$ cat src/rtl/uart_word_loader_if.sv
// uart_word_loader_if: byte-stream input, memory write port and status
// outputs of the UART word loader, bundled as one interface.
//   in_valid/in_data/in_ready  : byte stream from the UART receive FIFO
//   wr_valid/wr_ready          : write request handshake to program RAM
//   wr_addr/wr_data            : word address and little-endian word
//   busy/done/err/xorc         : frame status
// Modports: master = the loader (drives the write port and status),
//           slave  = the surrounding system (byte source, memory, observer).
interface uart_word_loader_if #(
  parameter int ADDR_W         = 23,
  parameter int BYTES_PER_WORD = 4
);
  logic                          in_valid;
  logic [7:0]                    in_data;
  logic                          in_ready;
  logic                          wr_valid;
  logic                          wr_ready;
  logic [ADDR_W-1:0]             wr_addr;
  logic [8*BYTES_PER_WORD-1:0]   wr_data;
  logic                          busy;
  logic                          done;
  logic                          err;
  logic [7:0]                    xorc;

  modport master (
    input  in_valid, in_data, wr_ready,
    output in_ready, wr_valid, wr_addr, wr_data, busy, done, err, xorc
  );

  modport slave (
    output in_valid, in_data, wr_ready,
    input  in_ready, wr_valid, wr_addr, wr_data, busy, done, err, xorc
  );
endinterface

$ cat src/rtl/uart_word_loader.sv
// uart_word_loader: parses a framed load command from a UART byte stream
//   SYNC | addr[4 LE] | count[4 LE] | count*BYTES_PER_WORD payload | [chk]
// and writes little-endian words of BYTES_PER_WORD bytes to consecutive
// word addresses with ready/valid backpressure.
// Ports:
//   clk_50mhz : clock, posedge
//   rst       : asynchronous active-high reset
//   bus       : uart_word_loader_if.master (byte in, write port, status)
// Build option: define UART_LOADER_CHECKSUM_EN to expect a trailing XOR
// checksum byte; otherwise done pulses right after the last write and
// err is tied low.
module uart_word_loader #(
  parameter int         ADDR_W         = 23,
  parameter int         BYTES_PER_WORD = 4,
  parameter logic [7:0] SYNC_BYTE      = 8'hA5
) (
  input logic              clk_50mhz,
  input logic              rst,
  uart_word_loader_if.master bus
);
  localparam int DW = 8 * BYTES_PER_WORD;

  typedef enum logic [2:0] {IDLE, ADDR, LEN, DATA, WRITE, CHECK} state_t;

  state_t            state, state_nx;
  logic [2:0]        cnt;      // byte index within the current field/word
  logic [23:0]       sh;       // low three bytes of a 32-bit header field
  logic [ADDR_W-1:0] addr_q;
  logic [31:0]       len_q;    // words still to be written
  logic [DW-1:0]     word_q;
  logic [7:0]        xorc_q;
  logic              done_q;
  logic              done_set;
  logic              accept;
  logic              last_fld;
  logic              last_byte;
  logic [31:0]       fld;      // complete header field once its 4th byte arrives
`ifdef UART_LOADER_CHECKSUM_EN
  logic              err_q;
  logic              err_set;
`endif

  assign fld       = {bus.in_data, sh};
  assign last_fld  = (cnt == 3'd3);
  assign last_byte = (cnt == 3'(BYTES_PER_WORD - 1));
  // Byte acceptance is blocked while a word is pending, so a write
  // transfer and a byte acceptance never share a cycle.
  assign bus.in_ready = !rst && (state != WRITE);
  assign accept       = bus.in_valid && bus.in_ready;

  always_ff @(posedge clk_50mhz or posedge rst) begin
    if (rst) state <= IDLE;
    else     state <= state_nx;
  end

  always_comb begin
    state_nx = state;
    done_set = 1'b0;
`ifdef UART_LOADER_CHECKSUM_EN
    err_set  = 1'b0;
`endif
    case (state)
      IDLE:  if (accept && bus.in_data == SYNC_BYTE) state_nx = ADDR;
      ADDR:  if (accept && last_fld) state_nx = LEN;
      LEN:   if (accept && last_fld) begin
               if (fld == 32'd0) begin
`ifdef UART_LOADER_CHECKSUM_EN
                 state_nx = CHECK;
`else
                 state_nx = IDLE;
                 done_set = 1'b1;
`endif
               end else begin
                 state_nx = DATA;
               end
             end
      DATA:  if (accept && last_byte) state_nx = WRITE;
      WRITE: if (bus.wr_ready) begin
               if (len_q == 32'd1) begin
`ifdef UART_LOADER_CHECKSUM_EN
                 state_nx = CHECK;
`else
                 state_nx = IDLE;
                 done_set = 1'b1;
`endif
               end else begin
                 state_nx = DATA;
               end
             end
`ifdef UART_LOADER_CHECKSUM_EN
      CHECK: if (accept) begin
               state_nx = IDLE;
               if (bus.in_data == xorc_q) done_set = 1'b1;
               else                       err_set  = 1'b1;
             end
`endif
      default: state_nx = IDLE;
    endcase
  end

  always_ff @(posedge clk_50mhz or posedge rst) begin
    if (rst) begin
      cnt    <= '0;
      sh     <= '0;
      addr_q <= '0;
      len_q  <= '0;
      word_q <= '0;
      xorc_q <= '0;
      done_q <= 1'b0;
`ifdef UART_LOADER_CHECKSUM_EN
      err_q  <= 1'b0;
`endif
    end else begin
      done_q <= done_set;
`ifdef UART_LOADER_CHECKSUM_EN
      if (err_set) err_q <= 1'b1;
`endif
      case (state)
        IDLE: if (accept && bus.in_data == SYNC_BYTE) begin
                cnt    <= '0;
                xorc_q <= '0;
`ifdef UART_LOADER_CHECKSUM_EN
                err_q  <= 1'b0;
`endif
              end
        ADDR, LEN: if (accept) begin
                xorc_q <= xorc_q ^ bus.in_data;
                if (last_fld) begin
                  cnt <= '0;
                  // Excess address bits above ADDR_W are dropped here.
                  if (state == ADDR) addr_q <= ADDR_W'(fld);
                  else               len_q  <= fld;
                end else begin
                  for (int b = 0; b < 3; b++)
                    if (cnt == 3'(b)) sh[b*8 +: 8] <= bus.in_data;
                  cnt <= cnt + 3'd1;
                end
              end
        DATA: if (accept) begin
                xorc_q <= xorc_q ^ bus.in_data;
                for (int b = 0; b < BYTES_PER_WORD; b++)
                  if (cnt == 3'(b)) word_q[b*8 +: 8] <= bus.in_data;
                cnt <= last_byte ? 3'd0 : cnt + 3'd1;
              end
        WRITE: if (bus.wr_ready) begin
                addr_q <= addr_q + ADDR_W'(1);
                len_q  <= len_q - 32'd1;
              end
        default: ;
      endcase
    end
  end

  assign bus.wr_valid = (state == WRITE);
  assign bus.wr_addr  = addr_q;
  assign bus.wr_data  = word_q;
  assign bus.busy     = (state != IDLE);
  assign bus.done     = done_q;
  assign bus.xorc     = xorc_q;
`ifdef UART_LOADER_CHECKSUM_EN
  assign bus.err      = err_q;
`else
  assign bus.err      = 1'b0;
`endif
endmodule
$ cat src/flat_wrapper.sv
// flat-port wrapper written by rule: the top's interface ports become plain ports
module uart_word_loader_flat 
#(
  parameter int         ADDR_W         = 23,
  parameter int         BYTES_PER_WORD = 4,
  parameter logic [7:0] SYNC_BYTE      = 8'hA5
)
  (clk_50mhz, rst, bus_in_valid, bus_in_data, bus_wr_ready, bus_in_ready, bus_wr_valid, bus_wr_addr, bus_wr_data, bus_busy, bus_done, bus_err, bus_xorc);
  uart_word_loader_if #(.ADDR_W(ADDR_W), .BYTES_PER_WORD(BYTES_PER_WORD)) bus_i ();
  input logic clk_50mhz;
  input logic rst;
  input wire logic [$bits(bus_i.in_valid)-1:0] bus_in_valid;
  input wire logic [$bits(bus_i.in_data)-1:0] bus_in_data;
  input wire logic [$bits(bus_i.wr_ready)-1:0] bus_wr_ready;
  output wire logic [$bits(bus_i.in_ready)-1:0] bus_in_ready;
  output wire logic [$bits(bus_i.wr_valid)-1:0] bus_wr_valid;
  output wire logic [$bits(bus_i.wr_addr)-1:0] bus_wr_addr;
  output wire logic [$bits(bus_i.wr_data)-1:0] bus_wr_data;
  output wire logic [$bits(bus_i.busy)-1:0] bus_busy;
  output wire logic [$bits(bus_i.done)-1:0] bus_done;
  output wire logic [$bits(bus_i.err)-1:0] bus_err;
  output wire logic [$bits(bus_i.xorc)-1:0] bus_xorc;
  assign bus_i.in_valid = bus_in_valid;
  assign bus_i.in_data = bus_in_data;
  assign bus_i.wr_ready = bus_wr_ready;
  assign bus_in_ready = bus_i.in_ready;
  assign bus_wr_valid = bus_i.wr_valid;
  assign bus_wr_addr = bus_i.wr_addr;
  assign bus_wr_data = bus_i.wr_data;
  assign bus_busy = bus_i.busy;
  assign bus_done = bus_i.done;
  assign bus_err = bus_i.err;
  assign bus_xorc = bus_i.xorc;
  uart_word_loader #(.ADDR_W(ADDR_W), .BYTES_PER_WORD(BYTES_PER_WORD), .SYNC_BYTE(SYNC_BYTE)) u_core (.clk_50mhz(clk_50mhz), .rst(rst), .bus(bus_i));
endmodule
$ cat config.mk
export PLATFORM = sky130hd
export DESIGN_NAME = uart_word_loader_flat
export DESIGN_NICKNAME = d
export VERILOG_FILES = /design/src/rtl/uart_word_loader_if.sv /design/src/rtl/uart_word_loader.sv /design/src/flat_wrapper.sv
export SDC_FILE = /design/constraint.sdc
export NUM_CORES = 1
export LEC_CHECK = 0
export ABC_AREA = 1
export BUFFER_PORTS_ARGS = -buffer_cell sky130_fd_sc_hd__buf_4
export CAP_MARGIN = 5
export CORE_MARGIN = 2
export CORE_UTILIZATION = 50
export CTS_BUF_LIST = sky130_fd_sc_hd__clkbuf_8
export CTS_CLUSTER_DIAMETER = 30
export DETAILED_ROUTE_END_ITERATION = 16
export PLACE_DENSITY = 0.75
export SYNTH_ARGS = -nofsm -noshare
export SYNTH_HDL_FRONTEND = slang
export SYNTH_SLANG_ARGS = --single-unit
export TNS_END_PERCENT = 50
$ cat constraint.sdc
create_clock -name clk_50mhz -period 7.9 [get_ports clk_50mhz]
set_clock_uncertainty 0.05 [all_clocks]
set_input_delay 0.395 -clock clk_50mhz [delete_from_list [all_inputs] [get_ports clk_50mhz]]
set_output_delay 0.395 -clock clk_50mhz [all_outputs]
set_load 0.05 [all_outputs]
==> results.md, run 1 <==
- Crit path to: bus_wr_valid
- Placement-stage cell area: 7980 sq um
- Final Slew Violations: 0
- DRC: 0
- Antenna-violating nets left: 0
- # setup viols final: 0
- Crit path cell chain: nor2_2 > nand2_2 > buf_4 > inv_2 > buf_4
- Num Clock Sinks: 126
- Buffer depth of the longest clock path: 2
- GR Util All Layers: 0.266
- Synthesized flop and latch total: 126
- P per Cell Area: 452 nW/um^2
- Port bufs: 78
- Synth top area share: 0.431
- Drt wl/cell: 15.3 um
- WL met3: 1.46 mm
- Finished Layout Cells: 1326
- R2R depth: 9
- Max stage delay cell, worst path: inv_2
- Global route total overflow: 0
- Mean post-synth cell area: 6.89 sq um
- Mapped Nets: 1081
- Area contributors post-synth: dfrtp_1, nand2_1, nor2_1
- Ant diodes: 0
- DR vias: 7103
- Mapped cell area: 7320 sq um
- Fin. Hold Viols: 0
- Flop2flop setup slack: 4950 ps
- Core area: 14400 sq um
- Filler cells: 1414
- RSZ-0062 raised after global routing: no
- Synth warn: 0
- Fin crit share: 0.392
- Met1 Wirelength: 8.87 mm
- Ys async rst share: 1.00
- Clk Latency, worst-skew pair: 460 ps
- Status: completed
- Cell Rows: 44
- WHS: 54.5 ps
- Net switching power: 1.95 mW
- Max-Slew Margin vs Limit: 0.280
- Design area: 8390 sq um
- Multi-input gate area: 3530 sq um
- Fmax: 323 MHz
- Share of the yosys chip area belonging to registers: 0.431
- Synth Instances: 1062
- Clock transition at path regs: 90 ps
- Initial DRT Pass Iterations: 7
- Dpl cells: 1294
- Initial DRC count: 645
- Arr. time, crit path: 2660 ps
- Worst Hold Class: input pin to asynchronous set/reset pin
- Routed length on met2: 9.42 mm
- Leakage: 4.15 nW
- Top sig layer: met4
- Net Sw Frac: 0.515
- P_int: 1.84 mW
- Vias in the first global route: 6616
- Kind of critical path: register to output port
- Post-CTS Repair Setup Buffers: 0
- Final Wtd Congestion: 0.903
- DR vias/cell: 5.36
- Num CTS Buffers: 17
- Post-synth top area cell: dfrtp_1
- Worst setup SP type: register
- I/O pin cnt: 80
- Die Height: 125 um
- Crit Path Max Fanout: 62
- CTS root buf: clkbuf_8
- Die ar.: 15600 sq um
- Layout Nets: 1148
- Critical Path RT: 7460 ps
- Post-synthesis cell type count: 36
- Slew at the pin closest to its max-slew limit: 1080 ps
- Clock tree from TritonCTS: done
- Register share of total power: 0.328
- Area growth from synthesis to layout: 14.7%
- CP max stage delay: 860 ps
- Crit end category: output port
- Critical Path Source: u_core.state[0]
- Register Area: 3150 sq um
- Post-CTS Hold Fix Bufs: 0
- Share of post-route cells with drive strength above 1: 0.125
- Minimum clock period: 3100 ps
- Maximum vdd drop: 0.299 mV
- Capture point of the worst reg-to-reg path: u_core.len_q[11]
- EDFF count, synth: 0
- Post-synth top flop: dfrtp_1
- Die W: 125 um
- CP most frequent cell: buf_4
- Clock power share: 0.159
- Worst r2r src: u_core.state[1]
- Global-route wire length before repair: 33.5 mm
- Starting Density: 0.507
- H-Tree Depth: 4
- Post-route setup TNS: 0 ps
- Drt total wl: 20.3 mm
- Count of cells resized by post-cts repair: 0
- Final HPWL DP: 14.4 mm
- Combinational share of power: 0.512
- Initial antenna violation count: 0
- Max-cap viol count: 0
- Largest net degree at the start of global routing: 66
area by class of cell:
type	count	share of cell area
Clock buffer	17	0.0279
Clock inverter	15	0.0219
Inverter	122	0.0549
Multi-Input combinational cell	782	0.421
Sequential cell	126	0.376
Tap cell	184	0.0274
Timing Repair Buffer	80	0.0716
synthesized netlist by cell type (3+ instances only):
library cell	number
inv_1	115
buf_4	6
nand3_1	50
clkbuf_1	5
nor3_1	7
o21ai_1	12
nand2_1	314
xor2_1	3
a21oi_1	59
nand2_2	6
and2_1	4
o21ai_0	87
buf_2	20
nor2_1	181
dfrtp_1	126
nand4_1	14
nand3_2	3
nand3b_1	6
nor2_2	3
nor2_4	7
ha_1	7
a21boi_0	5
inv_2	5
logic make-up after synthesis:
kind of cell | synth area share
and+or+nand+nor | 0.343
AOI/OAI and AO/OA | 0.121
buffers and inverters | 0.0865
DFF | 0.431
adders and majority gates | 0.0120
xor gates and xnor gates | 0.00599
other | 0.000513
state kept, by name (all words and copies together) (netlist names):
signal / cells
u_core.bus.xorc: 8
u_core.state: 3
u_core.len_q: 32
u_core.cnt: 3
u_core.bus.wr_addr: 23
u_core.sh: 24
u_core.bus.done: 1
u_core.bus.wr_data: 32
layout by cell type, fill, tap and decap left out, drive strengths merged:
cell type / synthesis / final
dfrtp: 126 / 126
nand3b: 6 / 6
xor2: 3 / 3
o31ai: 1 / 1
bufinv: 0 / 3
clkinvlp: 0 / 5
ha: 7 / 7
conb: 1 / 1
nand4: 14 / 14
buf: 27 / 80
clkbuf: 5 / 17
nor2: 191 / 191
a21oi: 61 / 61
inv: 120 / 127
o21ai: 100 / 100
clkinv: 2 / 2
and2: 4 / 4
a31oi: 1 / 1
nor4: 1 / 1
a21boi: 6 / 6
nor3: 8 / 8
xnor2: 2 / 2
or2: 2 / 2
nand3: 54 / 54
nand2: 320 / 320
how the worst min path moves through the flow:
stage / startpoint / slack [ps] / endpoint
floorplan: u_core.len_q[31] / 440 / u_core.len_q[31]
finish: rst / 50 / u_core.len_q[14]
global placement: u_core.bus.xorc[0] / 410 / u_core.bus.xorc[0]
detailed placement: u_core.bus.xorc[0] / 410 / u_core.bus.xorc[0]
CTS: rst / 80 / u_core.len_q[15]
global route: rst / 110 / u_core.len_q[21]
power by group through the flow:
stage | Sequential [mW] | Combinational (mW) | Clock, mW
6_report | 1.25 | 1.94 | 0.605
4_1_cts | 1.24 | 1.94 | 0.614
2_1_floorplan | 1.70 | 0.909 | 0
3_5_place_dp | 1.24 | 1.93 | 0
5_1_grt | 1.29 | 2.13 | 0.646
3_3_place_gp | 1.24 | 1.89 | 0
stage by stage:
step	utilization	power (mW)	worst slack [ps]
6_report	0.582	3.79	4800
5_1_grt	0.582	4.06	4640
4_1_cts	0.582	3.79	4800
3_5_place_dp	0.553	3.17	4820
3_3_place_gp	0.553	3.14	4900
2_1_floorplan	-	2.61	3450
per-layer routing:
metal | vias up | global-route usage
met2 | 299 | 0.413
met5 | - | 0
met1 | 3284 | 0.366
li1 | 3480 | -
met4 | 0 | 0.107
met3 | 40 | 0.0591
worst max-delay path: cells and delay by family (launching register included):
kind	cells	cell delay, ps
buffers and inverters	3	1520
DFF	1	420
and+or+nand+nor	2	220
No activity file was read; power rests on OpenSTA's default activity.
==> run 2: changes to the inputs <==
==> constraint.sdc (replaced) <==
create_clock -name clk_50mhz -period 3.2 [get_ports clk_50mhz]
set_clock_uncertainty 0.05 [all_clocks]
set_input_delay 0.16 -clock clk_50mhz [delete_from_list [all_inputs] [get_ports clk_50mhz]]
set_output_delay 0.16 -clock clk_50mhz [all_outputs]
set_load 0.05 [all_outputs]
==> run 2 against run 1 <==
Effect of this change: count of clock-buffer cells in the layout increased by 1; total power increased by 150%; sequential cell count unchanged; sequential share of layout area decreased by 0.46 points; via count decreased by 0.55%; non-clock buffer count increased by 12; cell area increased by 1.2%; first-iteration DRC count decreased by 5.7%; highest routed layer unchanged; register-to-register slack got worse by 4000 ps; sequential power increased by 150%; die area unchanged; critical endpoint is now bus_in_ready; clock power increased by 130%; largest cell class unchanged.
==> results.md, run 2 (synthesis gave the netlist of run 1 again) <==
- Status: completed
- Antenna-violating nets left: 0 (unchanged)
- Final Slew Violations: 0 (unchanged)
- H-Tree Depth: 4 (unchanged)
- Clock transition at path regs: 70 ps (-20 ps)
- Starting Density: 0.507 (unchanged)
- Initial DRC count: 608 (-5.7%)
- Slew at the pin closest to its max-slew limit: 804 ps (-274 ps)
- Post-CTS Repair Setup Buffers: 0 (unchanged)
- Num Clock Sinks: 126 (unchanged)
- Port bufs: 78 (unchanged)
- WHS: 127 ps (+72.8 ps)
- Final Wtd Congestion: 0.928 (+2.8%)
- Worst Hold Class: input pin to register
- Die Height: 125 um (unchanged)
- Multi-input gate area: 3530 sq um (about the same)
- Ant diodes: 0 (unchanged)
- Largest net degree at the start of global routing: 123 (+86%)
- Register share of total power: 0.330 (+0.002)
- Leakage: 4.20 nW (+1.1%)
- Clk Latency, worst-skew pair: 470 ps (about the same)
- Maximum vdd drop: 0.721 mV (+140%)
- Net Sw Frac: 0.519 (+0.00360)
- Die W: 125 um (unchanged)
- Final HPWL DP: 14.6 mm (+1.6%)
- Area growth from synthesis to layout: 16.1%
- P_int: 4.49 mW (+140%)
- Drt total wl: 20.7 mm (+2.0%)
- CTS root buf: clkbuf_8
- Cell Rows: 44 (unchanged)
- Kind of critical path: register to output port
- Minimum clock period: 2530 ps
- DR vias: 7064 (-0.55%)
- DR vias/cell: 5.28 (-1.4%)
- Share of post-route cells with drive strength above 1: 0.127 (+0.00130)
- # setup viols final: 0 (unchanged)
- GR Util All Layers: 0.272 (+0.00540)
- Fmax: 396 MHz
- Combinational share of power: 0.518 (+0.006)
- Critical Path RT: 2990 ps (-4470 ps)
- Worst setup SP type: register
- Die ar.: 15600 sq um (unchanged)
- Most frequent cells in the layout: nand2_1, nor2_1, dfrtp_1
- Max-Slew Margin vs Limit: 0.462 (+0.182)
- Net switching power: 4.84 mW (+150%)
- Tot Pwr: 9.33 mW (+150%)
- CP max stage delay: 440 ps (-420 ps)
- Most common cell after layout, fill and taps aside: nand2_1
- Max stage delay cell, worst path: inv_2
- Post-route setup TNS: 0 ps (unchanged)
- Core area: 14400 sq um (unchanged)
- CP most frequent cell: buf_4
- Fin. Hold Viols: 0 (unchanged)
- Clock tree from TritonCTS: done
- P per Cell Area: 1100 nW/um^2 (+140%)
- Crit-path leading delay family: buffers and inverters
- Dpl cells: 1297 (+0.23%)
- Fin crit share: 0.789
- I/O pin cnt: 80 (unchanged)
- Crit path cell chain: nor2_2 > nand2_2 > inv_2 > buf_4 > nor2_1 > buf_4
- Finished Layout Cells: 1338 (+0.90%)
- Global-route wire length before repair: 33.9 mm (+1.2%)
- RSZ-0062 raised after global routing: no
- DRC: 0 (unchanged)
- WP buf/inv: 3 (unchanged)
- Vias in the first global route: 6672 (+0.85%)
- Crit Path Max Fanout: 30 (-52%)
- Initial DRT Pass Iterations: 5 (-2)
- Buffer depth of the longest clock path: 2 (unchanged)
- Crit end category: output port
- Arr. time, crit path: 2320 ps (-340 ps)
- Num CTS Buffers: 17 (unchanged)
- Max-cap viol count: 0 (unchanged)
- Global route total overflow: 0 (unchanged)
- Initial antenna violation count: 0 (unchanged)
- Filler cells: 1384 (-2.1%)
- Register Area: 3150 sq um (unchanged)
- Layout Nets: 1160 (+1.0%)
- Drt wl/cell: 15.5 um (+1.1%)
- Clock power share: 0.152 (-0.007)
==> run 2: cell types whose count changed in the layout (fill, tap and decap cells not counted), sizes merged <==
cell / delta
inv: -4
clkinv: +3
bufinv: -1
clkbuf: +1
buf: +3
clkinvlp: +1
dlygate4sd3: +9
==> run 2: final timing paths <==
| check | from | endpoint | slack, ps | cells past startpoint |
|---|---|---|---|---|
| setup / recovery | u_core.state[1] | bus_in_ready | 670 | 6 |
| hold / removal | bus_in_valid | u_core.bus.done | 130 | 3 |
| max in group asynchronous | rst | u_core.bus.wr_addr[14] | 1960 | 4 |
| setup reg to reg | u_core.len_q[0] | u_core.len_q[26] | 910 | 9 |
| min in group asynchronous | rst | u_core.cnt[0] | 170 | 3 |
| hold reg to reg | u_core.bus.xorc[0] | u_core.bus.xorc[0] | 420 | 1 |
==> run 2: power by group through the flow <==
stage          registers [mW]  clock network, mW  logic (mW)
2_1_floorplan            4.20                  0        2.25
3_3_place_gp             3.06                  0        4.71
3_5_place_dp             3.07                  0        4.79
4_1_cts                  3.06               1.43        4.82
5_1_grt                  3.18               1.50        5.29
6_report                 3.07               1.42        4.83
==> run 2: metal layers <==
layer	part of all wire	track usage	up-vias
li1	-	-	3505
met1	0.43	0.363	3267
met2	0.47	0.431	249
met3	0.071	0.0616	43
met4	0.030	0.112	0
met5	0	0	-
==> run 2: worst min-delay path, stage by stage <==
cell,delay [ps]
buf_4,120
nand4_1,200
o21ai_0,120
==> run 2: repair_timing <==
action | in CTS | in global routing
setup endpoints to repair | 0 | 0
resized for setup | 0 | 0
hold buffers | 9 | 0
hold endpoints to repair | 28 | 0
==> run 2: cell type report <==
type,instances,share of cell area
repair buffers,92,0.0854
flip-flops and latches,126,0.371
well taps,184,0.0271
multi-input cells,782,0.416
clock inverters,14,0.0171
clock buffers,18,0.0292
inverters,122,0.0543
==> run 2: metrics by stage <==
stage | cell area (sq um) | utilization | worst slack (ps)
global placement | 8010 | 0.556 | 1050
CTS | 8500 | 0.589 | 679
detailed placement | 8010 | 0.556 | 994
global route | 8500 | 0.589 | 539
finish | 8500 | 0.589 | 675
floorplan | 7330 | - | -47.9
==> run 3: changes to the inputs <==
==> constraint.sdc (replaced) <==
create_clock -name clk_50mhz -period 2.4 [get_ports clk_50mhz]
set_clock_uncertainty 0.05 [all_clocks]
set_input_delay 0.12 -clock clk_50mhz [delete_from_list [all_inputs] [get_ports clk_50mhz]]
set_output_delay 0.12 -clock clk_50mhz [all_outputs]
set_load 0.05 [all_outputs]
==> run 3 against run 2 <==
Effect of this change: combinational power rose by 37%; global-route usage up 0.22 points; final cell count up 0.52%; first-iteration DRC count increased by 17%; critical path type is now register to register; critical endpoint is now u_core.len_q[8]; largest power group unchanged.
==> results.md, run 3 (synthesis gave the netlist of run 1 again) <==
- Num CTS Buffers: 17 (unchanged)
- Critical Path RT: 2730 ps (-260 ps)
- Critical Path Source: u_core.cnt[0]
- Capture point of the worst reg-to-reg path: u_core.len_q[8]
- Drt total wl: 20.8 mm (+0.16%)
- Placement-stage cell area: 8250 sq um (+2.9%)
- Clock transition at path regs: 80 ps (about the same)
- Final Wtd Congestion: 0.899 (-3.2%)
- Initial antenna violation count: 0 (unchanged)
- Crit end category: register
- Drt wl/cell: 15.4 um (-0.36%)
- Antenna-violating nets left: 0 (unchanged)
- Cell Rows: 44 (unchanged)
- Die Height: 125 um (unchanged)
- Starting Density: 0.507 (unchanged)
- Initial DRT Pass Iterations: 8 (+3)
- Area growth from synthesis to layout: 19.6%
- Maximum vdd drop: 1.03 mV (+43%)
- I/O pin cnt: 80 (unchanged)
- Share of post-route cells with drive strength above 1: 0.167 (+0.0406)
- Count of cells resized by post-cts repair: 0 (unchanged)
- Largest net degree at the start of global routing: 119 (-3.3%)
- Global route total overflow: 0 (unchanged)
- Final HPWL DP: 14.7 mm (+0.53%)
- GR Util All Layers: 0.274 (+0.00219)
- R2R depth: 9 (unchanged)
- Kind of critical path: register to register
- Final Slew Violations: 0 (unchanged)
- Design area: 8750 sq um (+3.0%)
- Worst Hold Class: input pin to register
- Status: completed
- P per Cell Area: 1450 nW/um^2 (+32%)
- Max-Slew Margin vs Limit: 0.546 (+0.0839)
- Clock tree from TritonCTS: done
- DRC: 0 (unchanged)
- Minimum clock period: 2180 ps
- Arr. time, crit path: 2510 ps (+190 ps)
- Post-route setup TNS: 0 ps (unchanged)
- Max-cap viol count: 0 (unchanged)
- Die W: 125 um (unchanged)
- RSZ-0062 raised after global routing: no
- Most frequent cells in the layout: nand2_1, nor2_1, dfrtp_1
- Layout Nets: 1167 (+0.60%)
- Crit Path Max Fanout: 33 (+10%)
- Slew at the pin closest to its max-slew limit: 682 ps (-123 ps)
- Num Clock Sinks: 126 (unchanged)
- Die ar.: 15600 sq um (unchanged)
- # setup viols final: 0 (unchanged)
- DR vias/cell: 5.29 (+0.11%)
- Worst r2r src: u_core.cnt[0]
- Dpl ws: 267 ps (-726 ps)
- Flop2flop setup slack: 220 ps (-690 ps)
- Global-route wire length before repair: 34.3 mm (+1.0%)
- Most common cell after layout, fill and taps aside: nand2_1
- CTS root buf: clkbuf_8
- Fin. Hold Viols: 0 (unchanged)
- Port bufs: 78 (unchanged)
- Buffer depth of the longest clock path: 2 (unchanged)
- Clk Latency, worst-skew pair: 460 ps (about the same)
- Fmax: 458 MHz
- Leakage: 4.29 nW (+2.2%)
- Crit path to: u_core.len_q[8]
- Core area: 14400 sq um (unchanged)
- Initial DRC count: 709 (+17%)
- Vias in the first global route: 6805 (+2.0%)
- Worst setup SP type: register
- Tot Pwr: 12.7 mW (+36%)
- DR vias: 7109 (+0.64%)
- PnR worst setup slack: 218 ps (-457 ps)
- H-Tree Depth: 4 (unchanged)
- WHS: 109 ps (-18.1 ps)
- Ant diodes: 0 (unchanged)
- Fin crit share: 0.909
==> run 3: layout make-up <==
cell class / instances / area (sq um)
clock buffer: 19 / 262
multi-input combinational: 782 / 3700
inverter: 122 / 464
sequential: 126 / 3150
timing repair buffer: 99 / 791
tap: 184 / 230
clock inverter: 13 / 150
fill: 1318 / 5670
==> run 3: critical path, cell delays in order (launching register included) <==
cell,delay [ps]
dfrtp_1,400
ha_1,160
inv_1,50
nor2_1,170
nand4_1,150
nand2_1,120
nand2_2,200
inv_2,490
o21ai_1,150
a21oi_1,160
==> run 3: worst min-delay path by stage <==
stage	start	depth (start not counted)	end
3_3_place_gp	rst	2	u_core.cnt[0]
5_1_grt	bus_in_data[0]	4	u_core.sh[0]
6_report	bus_in_data[0]	4	u_core.sh[16]
2_1_floorplan	bus_in_data[1]	2	u_core.sh[9]
3_5_place_dp	rst	2	u_core.cnt[1]
4_1_cts	bus_in_data[0]	4	u_core.sh[16]
==> run 3: per-stage QoR <==
stage                     cells  utilization
after global placement     1304        0.572
after CTS                  1345        0.607
after detailed placement   1304        0.572
after floorplan            1062            -
final                      1345        0.607
after global routing       1345        0.607
==> run 3: repair_timing <==
action / in CTS / in global routing
hold endpoints to repair: 34 / 0
buffers inserted: 0 / 0
hold buffers: 9 / 0
==> run 3: routing by layer <==
layer  wire length [um]  share of wire  track usage  vias up
li1                   -              -            -     3522
met1               9090           0.44        0.370     3265
met2               9370           0.45        0.417      280
met3               1630          0.078       0.0774       42
met4                674          0.032        0.114        0
met5                  0              0            0        -
==> run 3: where the power goes <==
part | switching [mW] | internal, mW
logic | 4.61 | 2.01
clock network | 0.882 | 1.07
registers | 0.968 | 3.14
total | 6.46 | 6.22
